--- src/rtl/ps2_pkg.sv ---
// Shared PS/2 receive definitions: FSM encoding, frame sizes, scan-code prefixes.
// Latency: n/a (types, constants and a combinational helper only).
// Backpressure: n/a.
package ps2_pkg;

   // Receiver FSM state encoding
   typedef enum logic [1:0] {
      ST_IDLE   = 2'd0,
      ST_DATA   = 2'd1,
      ST_PARITY = 2'd2,
      ST_STOP   = 2'd3
   } ps2_state_e;

   localparam int PS2_DATA_BITS = 8;

   // Scan-code prefixes, also decoded by the keyboard-matrix mapper
   localparam logic [7:0] PS2_EXTENDED = 8'hE0;
   localparam logic [7:0] PS2_RELEASE  = 8'hF0;

   // A frame is good when the stop bit is high and data plus parity has odd weight
   function automatic logic ps2_frame_ok(input logic [PS2_DATA_BITS-1:0] dat,
                                         input logic                     par,
                                         input logic                     stp);
      return stp & (^{dat, par});
   endfunction

endpackage

--- src/rtl/ps2_filter.sv ---
// Synchronizes the raw PS/2 clock pin and debounces it with a FILTER_LEN-deep majority-free filter.
// Latency: filtered fall pulse FILTER_LEN+3 clk edges after the pin is first sampled low.
// Backpressure: none; free-running, one-cycle fall pulse.
module ps2_filter #(
   parameter int FILTER_LEN = 8
) (
   input  logic clk,
   input  logic reset_n,
   input  logic din,
   output logic fall
);

   logic                  sync1_q, sync1_d;
   logic                  sync2_q, sync2_d;
   logic [FILTER_LEN-1:0] shift_q, shift_d;
   logic                  level_q, level_d;
   logic                  fall_q,  fall_d;

   // Next-state: shift in the synchronized level, change filtered level only on unanimous history
   always_comb begin
      sync1_d = din;
      sync2_d = sync1_q;
      shift_d = {shift_q[FILTER_LEN-2:0], sync2_q};
      level_d = level_q;
      if (&shift_q) begin
         level_d = 1'b1;
      end else if (~|shift_q) begin
         level_d = 1'b0;
      end
      // Registered alongside the level so the pulse lines up with the new low level
      fall_d = level_q & ~level_d;
   end

   // State registers; everything resets to the idle-high bus level
   always_ff @(posedge clk or negedge reset_n) begin
      if (!reset_n) begin
         sync1_q <= 1'b1;
         sync2_q <= 1'b1;
         shift_q <= '1;
         level_q <= 1'b1;
         fall_q  <= 1'b0;
      end else begin
         sync1_q <= sync1_d;
         sync2_q <= sync2_d;
         shift_q <= shift_d;
         level_q <= level_d;
         fall_q  <= fall_d;
      end
   end

   assign fall = fall_q;

endmodule

--- src/rtl/ps2_rx.sv ---
// PS/2 device-to-host receiver: deframes start/8 data/odd parity/stop and emits one result pulse per frame.
// Latency: valid/error registered FILTER_LEN+4 clk edges after the stop-bit clock fall is first sampled.
// Backpressure: none; valid/error are single-cycle pulses and data holds until the next good frame.
module ps2_rx
   import ps2_pkg::*;
#(
   parameter int FILTER_LEN = 8,
   parameter int TIMEOUT    = 40000
) (
   input  logic                     clk,
   input  logic                     reset_n,
   input  logic                     ps2_clk,
   input  logic                     ps2_data,
   output logic [PS2_DATA_BITS-1:0] data,
   output logic                     valid,
   output logic                     error
);

   localparam logic [15:0] TMO_LAST = 16'(TIMEOUT - 1);
   localparam logic [2:0]  BIT_LAST = 3'(PS2_DATA_BITS - 1);

   logic                     clk_fall;
   logic                     dsync1_q, dsync1_d;
   logic                     dsync2_q, dsync2_d;
   ps2_state_e               state_q, state_d;
   logic [2:0]               bit_cnt_q, bit_cnt_d;
   logic [PS2_DATA_BITS-1:0] shreg_q, shreg_d;
   logic                     parity_q, parity_d;
   logic [15:0]              tmo_q, tmo_d;
   logic [PS2_DATA_BITS-1:0] data_q, data_d;
   logic                     valid_q, valid_d;
   logic                     error_q, error_d;
   logic                     tmo_hit;

   // Debounced PS/2 clock, only its falling edge is of interest
   ps2_filter #(
      .FILTER_LEN (FILTER_LEN)
   ) u_clk_filt (
      .clk     (clk),
      .reset_n (reset_n),
      .din     (ps2_clk),
      .fall    (clk_fall)
   );

   // Plain two-flop synchronizer for the data pin
   always_comb begin
      dsync1_d = ps2_data;
      dsync2_d = dsync1_q;
   end

   // Frame FSM: sample data on each filtered fall; timeout aborts only when no edge arrives
   always_comb begin
      state_d   = state_q;
      bit_cnt_d = bit_cnt_q;
      shreg_d   = shreg_q;
      parity_d  = parity_q;
      data_d    = data_q;
      valid_d   = 1'b0;
      error_d   = 1'b0;
      tmo_d     = (state_q == ST_IDLE) ? 16'd0 : tmo_q + 16'd1;
      tmo_hit   = (state_q != ST_IDLE) && (tmo_q == TMO_LAST);

      if (clk_fall) begin
         tmo_d = 16'd0;
         unique case (state_q)
            ST_IDLE: begin
               // A high sample here is line noise or a lost frame tail; ignore it silently
               if (!dsync2_q) begin
                  state_d   = ST_DATA;
                  bit_cnt_d = 3'd0;
               end
            end
            ST_DATA: begin
               shreg_d   = {dsync2_q, shreg_q[PS2_DATA_BITS-1:1]};
               bit_cnt_d = bit_cnt_q + 3'd1;
               if (bit_cnt_q == BIT_LAST) begin
                  state_d = ST_PARITY;
               end
            end
            ST_PARITY: begin
               parity_d = dsync2_q;
               state_d  = ST_STOP;
            end
            ST_STOP: begin
               if (ps2_frame_ok(shreg_q, parity_q, dsync2_q)) begin
                  data_d  = shreg_q;
                  valid_d = 1'b1;
               end else begin
                  error_d = 1'b1;
               end
               state_d = ST_IDLE;
            end
            default: state_d = ST_IDLE;
         endcase
      end else if (tmo_hit) begin
         error_d   = 1'b1;
         state_d   = ST_IDLE;
         bit_cnt_d = 3'd0;
         tmo_d     = 16'd0;
      end
   end

   // State registers; reset clears outputs and returns to IDLE even mid-frame
   always_ff @(posedge clk or negedge reset_n) begin
      if (!reset_n) begin
         dsync1_q  <= 1'b1;
         dsync2_q  <= 1'b1;
         state_q   <= ST_IDLE;
         bit_cnt_q <= 3'd0;
         shreg_q   <= '0;
         parity_q  <= 1'b0;
         tmo_q     <= 16'd0;
         data_q    <= '0;
         valid_q   <= 1'b0;
         error_q   <= 1'b0;
      end else begin
         dsync1_q  <= dsync1_d;
         dsync2_q  <= dsync2_d;
         state_q   <= state_d;
         bit_cnt_q <= bit_cnt_d;
         shreg_q   <= shreg_d;
         parity_q  <= parity_d;
         tmo_q     <= tmo_d;
         data_q    <= data_d;
         valid_q   <= valid_d;
         error_q   <= error_d;
      end
   end

   assign data  = data_q;
   assign valid = valid_q;
   assign error = error_q;

endmodule

--- config.mk ---
export PLATFORM = sky130hd
export DESIGN_NAME = ps2_rx
export DESIGN_NICKNAME = d
export VERILOG_FILES = /design/src/rtl/ps2_pkg.sv /design/src/rtl/ps2_filter.sv /design/src/rtl/ps2_rx.sv
export SDC_FILE = /design/constraint.sdc
export NUM_CORES = 1
export LEC_CHECK = 0
export ABC_AREA = 1
export CELL_PAD_IN_SITES_DETAIL_PLACEMENT = 0
export CELL_PAD_IN_SITES_GLOBAL_PLACEMENT = 1
export CORE_AREA = 2 2 92 67
export DETAILED_ROUTE_END_ITERATION = 8
export DIE_AREA = 0 0 94 69
export DONT_BUFFER_PORTS = 1
export PLACE_DENSITY_LB_ADDON = 0.12
export SYNTH_ARGS = -nofsm -noshare
export SYNTH_HDL_FRONTEND = slang
export SYNTH_SLANG_ARGS = --single-unit
--- constraint.sdc ---
create_clock -name clk -period 2.3 [get_ports clk]
set_clock_uncertainty 0.15 [all_clocks]
set_input_delay 0.69 -clock clk [delete_from_list [all_inputs] [get_ports clk]]
set_output_delay 0.69 -clock clk [all_outputs]
set_load 0.005 [all_outputs]
==> impl_metrics.csv, run 1 <==
group,metric,value,unit
timing,slew_viol_final,0,
floorplan,io_pins,14,
drt,post_drt_wl_per_cell,13.26,um
power,p_sw_frac,0.2320,
timing,period_minus_slack,1.843,ns
job,drv_cap,0,
drt,drc,0,
global_routing,grt_pass1_vias,1897,
drt,vias_per_cell,4.917,
floorplan,dieArea,6486,sq um
power,p_leak,0.001314,uW
logic_synthesis,synth_cell_types,33,
timing,finalHoldViolCount,0,
logic_synthesis,ys_ff_latch,54,
run_status,status,"finished clean",
cells_and_area,multi_input_area,1081,sq um
floorplan,start_util,0.4673,
critical_path,ff2ff_path_depth,10,
timing,fin_ws,0.4567,ns
drt,antenna_left,0,
power,comb_power_share,0.014,
drt,dr.pass1.iters,4,
critical_path,reg2reg_slack,0.46,ns
global_routing,grt_pass1_wl,9004,um
floorplan,core,5612,sq um
drt,wl,5090,um
critical_path,crit_buf_inv,2,
global_routing,grt_max_degree,42,
cells_and_area,seqCellArea,1368,sq um
timing,worst_slew_pin_slew,0.3835,ns
logic_synthesis,synth_top_area_share,0.3912,
place,dp_hpwl,3540,um
clocking,cts-root-buf,"clkbuf_8",
critical_path,endpoint,"bit_cnt_q[0]$_DFFE_PN0P_",
critical_path,cp_num_cells,10,
cells_and_area,final_nets,319,
critical_path,crit_type,"reg -> reg",
cells_and_area,area_growth,7.300,%
clocking,cts.clk_slew.worst_paths,0.11,ns
floorplan,die_x,94,um
timing,max-slew-margin-rel,0.7420,
place,post-place-ws,0.4802,ns
critical_path,cp_slowest_cell,"dfrtp_1",
timing,setup_tns,0,ns
global_routing,track_usage,0.1749,
clocking,insertion_delay,0.31,ns
logic_synthesis,avgSynthCellArea,8.655,sq um
cells_and_area,drive_above_1_share,0.1424,
critical_path,regToRegStartpoint,"state_q[0]$_DFFE_PN0P_",
drt,detailedRoute.firstIterationViolations,87,
place,place_congestion,0.8130,
timing,min_period_over_period,0.8015,
critical_path,crit_chain,"inv_1 > ha_1 > inv_2 > nand3_1 > nor2_1 > nand3_2 > nand2_2 > nand3_1 > nand2_1 > nand2_1",
critical_path,critPathTopFamily,"simple AND/OR/NAND/NOR gates",
critical_path,worstPathRequired,2.35,ns
critical_path,worstPathArrival,1.90,ns
clocking,clk_path_buf_depth,2,
clocking,cts-htree-levels,2,
critical_path,cpPeakStageDelay,0.41,ns
logic_synthesis,yosysSeqAreaShare,0.5215,
logic_synthesis,netlist_instances,303,
logic_synthesis,yosys.area.top_type,"dfrtp_1",
logic_synthesis,yosysWarnings,0,
clocking,cts_setup_buffers,0,
power,pwr-share-seq,0.630,
critical_path,start_kind,"register",
global_routing,antenna_found_initial,0,
clocking,cts.sinks,54,
min_path,hold_path.class,"in -> async",
critical_path,worst-path-max-fanout,5,
cells_and_area,num_antenna_cells,0,
floorplan,die_h,69,um
timing,rsz0062_at_grt,"false",
power,switchingPower,361.1,uW
place,port_buffers,0,
logic_synthesis,ys_top_cells_by_area,"dfrtp_1 (39%), dfstp_2 (13%), nand2_1 (13%)",
timing,setup_viol,0,
power,p_int,1195,uW
power,power.share.clock,0.356,
drt,route.vias.total,1888,
critical_path,endpoint_kind,"register",
clocking,cts_tree,"done",
cells_and_area,fill_cells,558,
logic_synthesis,syn_area,2623,sq um
power,ir_drop,0.2092,mV
logic_synthesis,synth_nets,314,
critical_path,r2r_end,"bit_cnt_q[0]$_DFFE_PN0P_",
power,p_per_area,553.0,nW/um^2
timing,clock.fmax,542.5,MHz
critical_path,worstSetupStartpoint,"state_q[0]$_DFFE_PN0P_",
global_routing,grt_overflow,0,
clocking,cts_made_buffers,5,
floorplan,num_rows,23,
-- Yosys cell counts --
cell type  number
nor3b_1         4
or2_2           1
nor3b_2         1
nand3_4         1
nand2_1        90
a31oi_1         1
nand3_1        11
inv_2           2
dfstp_2        13
buf_6           1
dfrtp_1        41
nand4_1        12
a21oi_1         7
xor2_1          4
inv_1          37
clkbuf_1        2
nor2_4          3
ha_1            7
nand4_4         1
nor2_2          2
o22ai_1         1
nand2_2         5
nor2_1         24
o21ai_1         2
o21ai_0        11
buf_2           1
nor3_1          6
clkinv_1        1
nor4_1          5
nor3_4          1
and3_2          1
nand3_2         3
a211oi_1        1
-- worst reg2reg max path, delay by kind of cell, from the launching register on --
kind          cells  cell delay [ns]
simple gates      7             0.72
buf+inv           2             0.20
flops             1             0.41
fa+ha+maj         1             0.27
-- layer usage --
metal  vias up  share of wire  GRT usage  wire length, um
met5         -              0          0                0
met3         7          0.033    0.03825              166
li1        981              -          -                -
met2        28           0.42     0.2516             2124
met1       872           0.54     0.2686             2754
met4         0         0.0086    0.04187               44
-- layout by cell type (no fill, tap or decap), types with 2 or more instances in the layout --
cell type and count:
a21oi_1 7, nand2_2 5, nor2_4 3, nand4_1 12, nand3_2 3, nor3_1 6
xor2_1 4, nor2_2 2, clkbuf_8 5, dfrtp_1 41, ha_1 7, nand3_1 11
nor2_1 24, inv_1 37, nor3b_1 4, nor4_1 5, dfstp_2 13, inv_2 2
o21ai_1 2, o21ai_0 11, nand2_1 90
-- stage by stage --
| stage | utilization | hold WS (ns) | power, uW | cell area [sq um] | cells |
|---|---|---|---|---|---|
| after floorplan | - | 0.1952 | 998.4 | 2623 | 303 |
| after global placement | 0.4812 | 0.1964 | 1002 | 2700 | 375 |
| after detailed placement | 0.4812 | 0.1975 | 1003 | 2700 | 375 |
| after CTS | 0.5014 | 0.04187 | 1576 | 2814 | 384 |
| after global routing | 0.5014 | 0.02691 | 1621 | 2814 | 384 |
| final | 0.5014 | 0.04864 | 1556 | 2814 | 384 |
-- cell type report --
cell class	instances	area share
multi-input combinational	205	0.3842
clock inverter	3	0.008893
inverter	40	0.05336
sequential	54	0.4860
clock buffer	5	0.02446
timing repair buffer	2	0.009782
tap	75	0.03335
-- state kept, by name, indices dropped and copies added (netlist names) --
name,count
valid,1
u_clk_filt.fall,1
state_q,2
u_clk_filt.level_q,1
u_clk_filt.sync2_q,1
parity_q,1
dsync2_q,1
tmo_q,16
u_clk_filt.shift_q,8
data,8
dsync1_q,1
bit_cnt_q,3
u_clk_filt.sync1_q,1
error,1
shreg_q,8
-- power groups by stage --
stage,registers [uW],logic [uW],clock network (uW)
final,980,22.3,554
after global routing,982,26.3,612
after global placement,997,4.64,0
after floorplan,992,6.27,0
after CTS,980,23.8,572
after detailed placement,998,4.69,0
-- worst min-delay path by stage --
stage	from	endpoint	slack, ns	cells past startpoint
final	reset_n	u_clk_filt.shift_q[4]$_DFF_PN1_	0.05	0
after global routing	reset_n	u_clk_filt.shift_q[2]$_DFF_PN1_	0.03	0
after CTS	reset_n	u_clk_filt.shift_q[2]$_DFF_PN1_	0.04	0
after detailed placement	dsync1_q$_DFF_PN1_	dsync2_q$_DFF_PN1_	0.20	0
after global placement	dsync1_q$_DFF_PN1_	dsync2_q$_DFF_PN1_	0.20	0
after floorplan	dsync1_q$_DFF_PN1_	dsync2_q$_DFF_PN1_	0.20	0
-- kinds of logic after synthesis --
group / share of synthesized area
fa+ha+maj: 0.03340
compound gates: 0.04580
buf+inv: 0.06631
flops: 0.5215
xor+xnor: 0.01336
simple gates: 0.3197
-- what timing repair did --
action | in CTS | in global routing
hold buffers | 1 | 0
gates resized for setup | 0 | 0
endpoints found under the hold margin | 41 | 0
(Power assumes the default switching activity.)
==> inputs of run 2 (changes only) <==
--- a/config.mk
+++ b/config.mk
@@ -8,9 +8,9 @@
 export ABC_AREA = 1
 export CELL_PAD_IN_SITES_DETAIL_PLACEMENT = 0
 export CELL_PAD_IN_SITES_GLOBAL_PLACEMENT = 1
-export CORE_AREA = 2 2 92 67
+export CORE_AREA = 2 2 97 71
 export DETAILED_ROUTE_END_ITERATION = 8
-export DIE_AREA = 0 0 94 69
+export DIE_AREA = 0 0 99 73
 export DONT_BUFFER_PORTS = 1
 export PLACE_DENSITY_LB_ADDON = 0.12
 export SYNTH_ARGS = -nofsm -noshare
==> constraint.sdc (replaced) <==
create_clock -name clk -period 1.55 [get_ports clk]
set_clock_uncertainty 0.15 [all_clocks]
set_input_delay 0.465 -clock clk [delete_from_list [all_inputs] [get_ports clk]]
set_output_delay 0.465 -clock clk [all_outputs]
set_load 0.005 [all_outputs]
==> run 2 against run 1 <==
  * The flow now finishes with violations (negative hold slack, negative setup slack)
  * Critical endpoint is now tmo_q[14]$_DFF_PN0_
  * Core utilization increased by 5.8 points
  * Die area is 11% higher
  * Maximum frequency up 10%
  * Combinational power is 19% lower
  * Setup slack lost 0.58 ns
  * Wire length grew 15%
  * Clock power up 66%
  * Flip-flop and latch count unchanged
  * Non-clock buffer count grew 55
  * Sequential power rose by 48%
  * Hold slack worse by 0.36 ns
==> impl_metrics.csv, run 2 (synthesized netlist as in run 1, its figures left out) <==
group,metric,value,unit
power,ir_drop,0.4191,mV
min_path,hold_path.class,"in -> async",
timing,rsz0062_at_grt,"true",
floorplan,core,6412,sq um
cells_and_area,fin_util,0.5596,
drt,vias_per_cell,4.781,
drt,wl,5871,um
clocking,cts_made_buffers,5,
critical_path,crit_type,"reg -> reg",
place,port_buffers,0,
cells_and_area,area_growth,36.83,%
timing,clock.fmax,599.1,MHz
timing,finalHoldViolCount,54,
floorplan,die_x,99,um
drt,detailedRoute.firstIterationViolations,91,
clocking,clk_path_buf_depth,2,
global_routing,track_usage,0.1743,
critical_path,worstPathRequired,1.60,ns
cells_and_area,largest_reg_flops,16,
run_status,status,"finished, violations left",
power,p_leak,0.001694,uW
floorplan,die_h,73,um
cells_and_area,largest_register,"tmo_q",
cells_and_area,final_common_cell,"nand2_1",
global_routing,grt_overflow,0,
critical_path,endpoint_kind,"register",
global_routing,grt_pass1_vias,2099,
timing,period_minus_slack,1.669,ns
timing,slew_viol_final,0,
power,finalPower,2387,uW
cells_and_area,num_antenna_cells,0,
drt,dr.pass1.iters,4,
place,place_congestion,0.7894,
clocking,insertion_delay,0.31,ns
clocking,cts-root-buf,"clkbuf_8",
floorplan,io_pins,14,
power,p_per_area,665.3,nW/um^2
clocking,holdBufCountCts,2,
timing,min_period_over_period,1.077,
critical_path,worst-path-max-fanout,8,
timing,fin_ws,-0.1191,ns
floorplan,dieArea,7227,sq um
critical_path,worstPathArrival,1.71,ns
timing,setup_viol,28,
clocking,cts.clk_slew.worst_paths,0.10,ns
place,dp_hpwl,3864,um
clocking,cts_tree,"done",
cells_and_area,drive_above_1_share,0.4414,
cells_and_area,final_nets,377,
cells_and_area,layout_common_cells,"nand2_1 (66), buf_4 (51), dfrtp_1 (37), inv_1 (26), nand2_2 (19)",
global_routing,grt_pass1_wl,10050,um
timing,worst_slew_pin_slew,0.3760,ns
clocking,cts.sinks,54,
critical_path,ff2ff_path_depth,9,
global_routing,grt_max_degree,55,
timing,hold_slack,-0.3070,ns
drt,drc,0,
global_routing,antenna_found_initial,0,
drt,route.vias.total,2142,
place,placed_cells,423,
floorplan,num_rows,25,
critical_path,r2r_end,"tmo_q[14]$_DFF_PN0_",
job,drv_cap,0,
drt,post_drt_wl_per_cell,13.10,um
critical_path,regToRegStartpoint,"tmo_q[0]$_DFF_PN0_",
critical_path,start_kind,"register",
timing,max-slew-margin-rel,0.7474,
cells_and_area,fill_cells,594,
floorplan,start_util,0.4090,
critical_path,reg2reg_slack,-0.12,ns
cells_and_area,finish.cell_count_without_fillers,448,
run_status,violations,"negative hold slack, negative setup slack",
drt,antenna_left,0,
clocking,cts-htree-levels,2,
## run 2: cell types whose count changed in the layout (fill, tap and decap cells not counted), moves of 10 or more
cell	previous run	this run
nand2_1	90	66
inv_2	2	12
buf_4	1	51
nand2_4	0	11
nand2_2	5	19
inv_1	37	26
## run 2: stage by stage
step | cell area, sq um | setup WS (ns) | hold WS (ns) | TNS, ns
finish | 3588 | -0.1191 | -0.3070 | -1.710
global route | 3588 | -0.2100 | -0.3277 | -5.238
CTS | 3390 | -0.1163 | -0.3241 | -1.635
detailed placement | 3033 | -0.1534 | 0.02048 | -2.292
global placement | 3033 | -0.1168 | 0.02052 | -1.883
floorplan | 2633 | -0.04714 | 0.01941 | -0.5034
## run 2: timing repair
| action | in CTS | in global routing |
|---|---|---|
| gates cloned | 3 | 0 |
| buffers inserted | 7 | 5 |
| gates resized for setup | 34 | 55 |
| endpoints found under the setup margin | 30 | 39 |
| endpoints found under the hold margin | 56 | 54 |
| pin swaps | 20 | 36 |
## run 2: how the worst max path moves through the flow
| stage | from | endpoint | slack [ns] | cells after the start |
|---|---|---|---|---|
| 2_1_floorplan | state_q[1]$_DFFE_PN0P_ | bit_cnt_q[0]$_DFFE_PN0P_ | -0.05 | 10 |
| 3_3_place_gp | tmo_q[0]$_DFF_PN0_ | state_q[0]$_DFFE_PN0P_ | -0.12 | 10 |
| 3_5_place_dp | tmo_q[0]$_DFF_PN0_ | tmo_q[8]$_DFF_PN0_ | -0.15 | 8 |
| 4_1_cts | tmo_q[0]$_DFF_PN0_ | tmo_q[8]$_DFF_PN0_ | -0.12 | 9 |
| 5_1_grt | tmo_q[0]$_DFF_PN0_ | tmo_q[8]$_DFF_PN0_ | -0.21 | 9 |
| 6_report | tmo_q[0]$_DFF_PN0_ | tmo_q[14]$_DFF_PN0_ | -0.12 | 9 |
## run 2: layer usage
layer | vias up | share of wire | global-route usage
met5 | - | 0 | 0
met4 | 0 | 0.0048 | 0.02740
met3 | 2 | 0.028 | 0.03640
met2 | 23 | 0.44 | 0.2635
met1 | 1011 | 0.53 | 0.2632
li1 | 1106 | - | -
## run 2: cell type report
cell class,count,area [sq um],share of cell area
multi-input combinational,208,1400,0.3902
inverter,40,155.1,0.04324
tap,81,101.3,0.02824
clock buffer,6,93.84,0.02615
sequential,54,1373,0.3825
clock inverter,2,17.52,0.004881
timing repair buffer,57,447.9,0.1248
## run 2: report_power, final
part	switching [uW]	internal (uW)
Combinational	9.91	8.14
Clock	490	429
Sequential	13.1	1440
Total	513	1870
## run 2: critical path, cell delays in order (launching register included)
cell and delay, ns:
dfrtp_1 0.37, ha_2 0.21, nand2_4 0.06, nor2_4 0.11, nand2_4 0.07, nor2_4 0.11
nand3_4 0.11, buf_6 0.15, nand3_4 0.16, nor3b_2 0.07
==> inputs of run 3 (changes only) <==
--- a/config.mk
+++ b/config.mk
@@ -9,6 +9,7 @@
 export CELL_PAD_IN_SITES_DETAIL_PLACEMENT = 0
 export CELL_PAD_IN_SITES_GLOBAL_PLACEMENT = 1
 export CORE_AREA = 2 2 97 71
+export CTS_CLUSTER_SIZE = 10
 export DETAILED_ROUTE_END_ITERATION = 8
 export DIE_AREA = 0 0 99 73
 export DONT_BUFFER_PORTS = 1
==> results of run 3 <==
No change in the layout: final DEF, timing and power equal those of run 2.
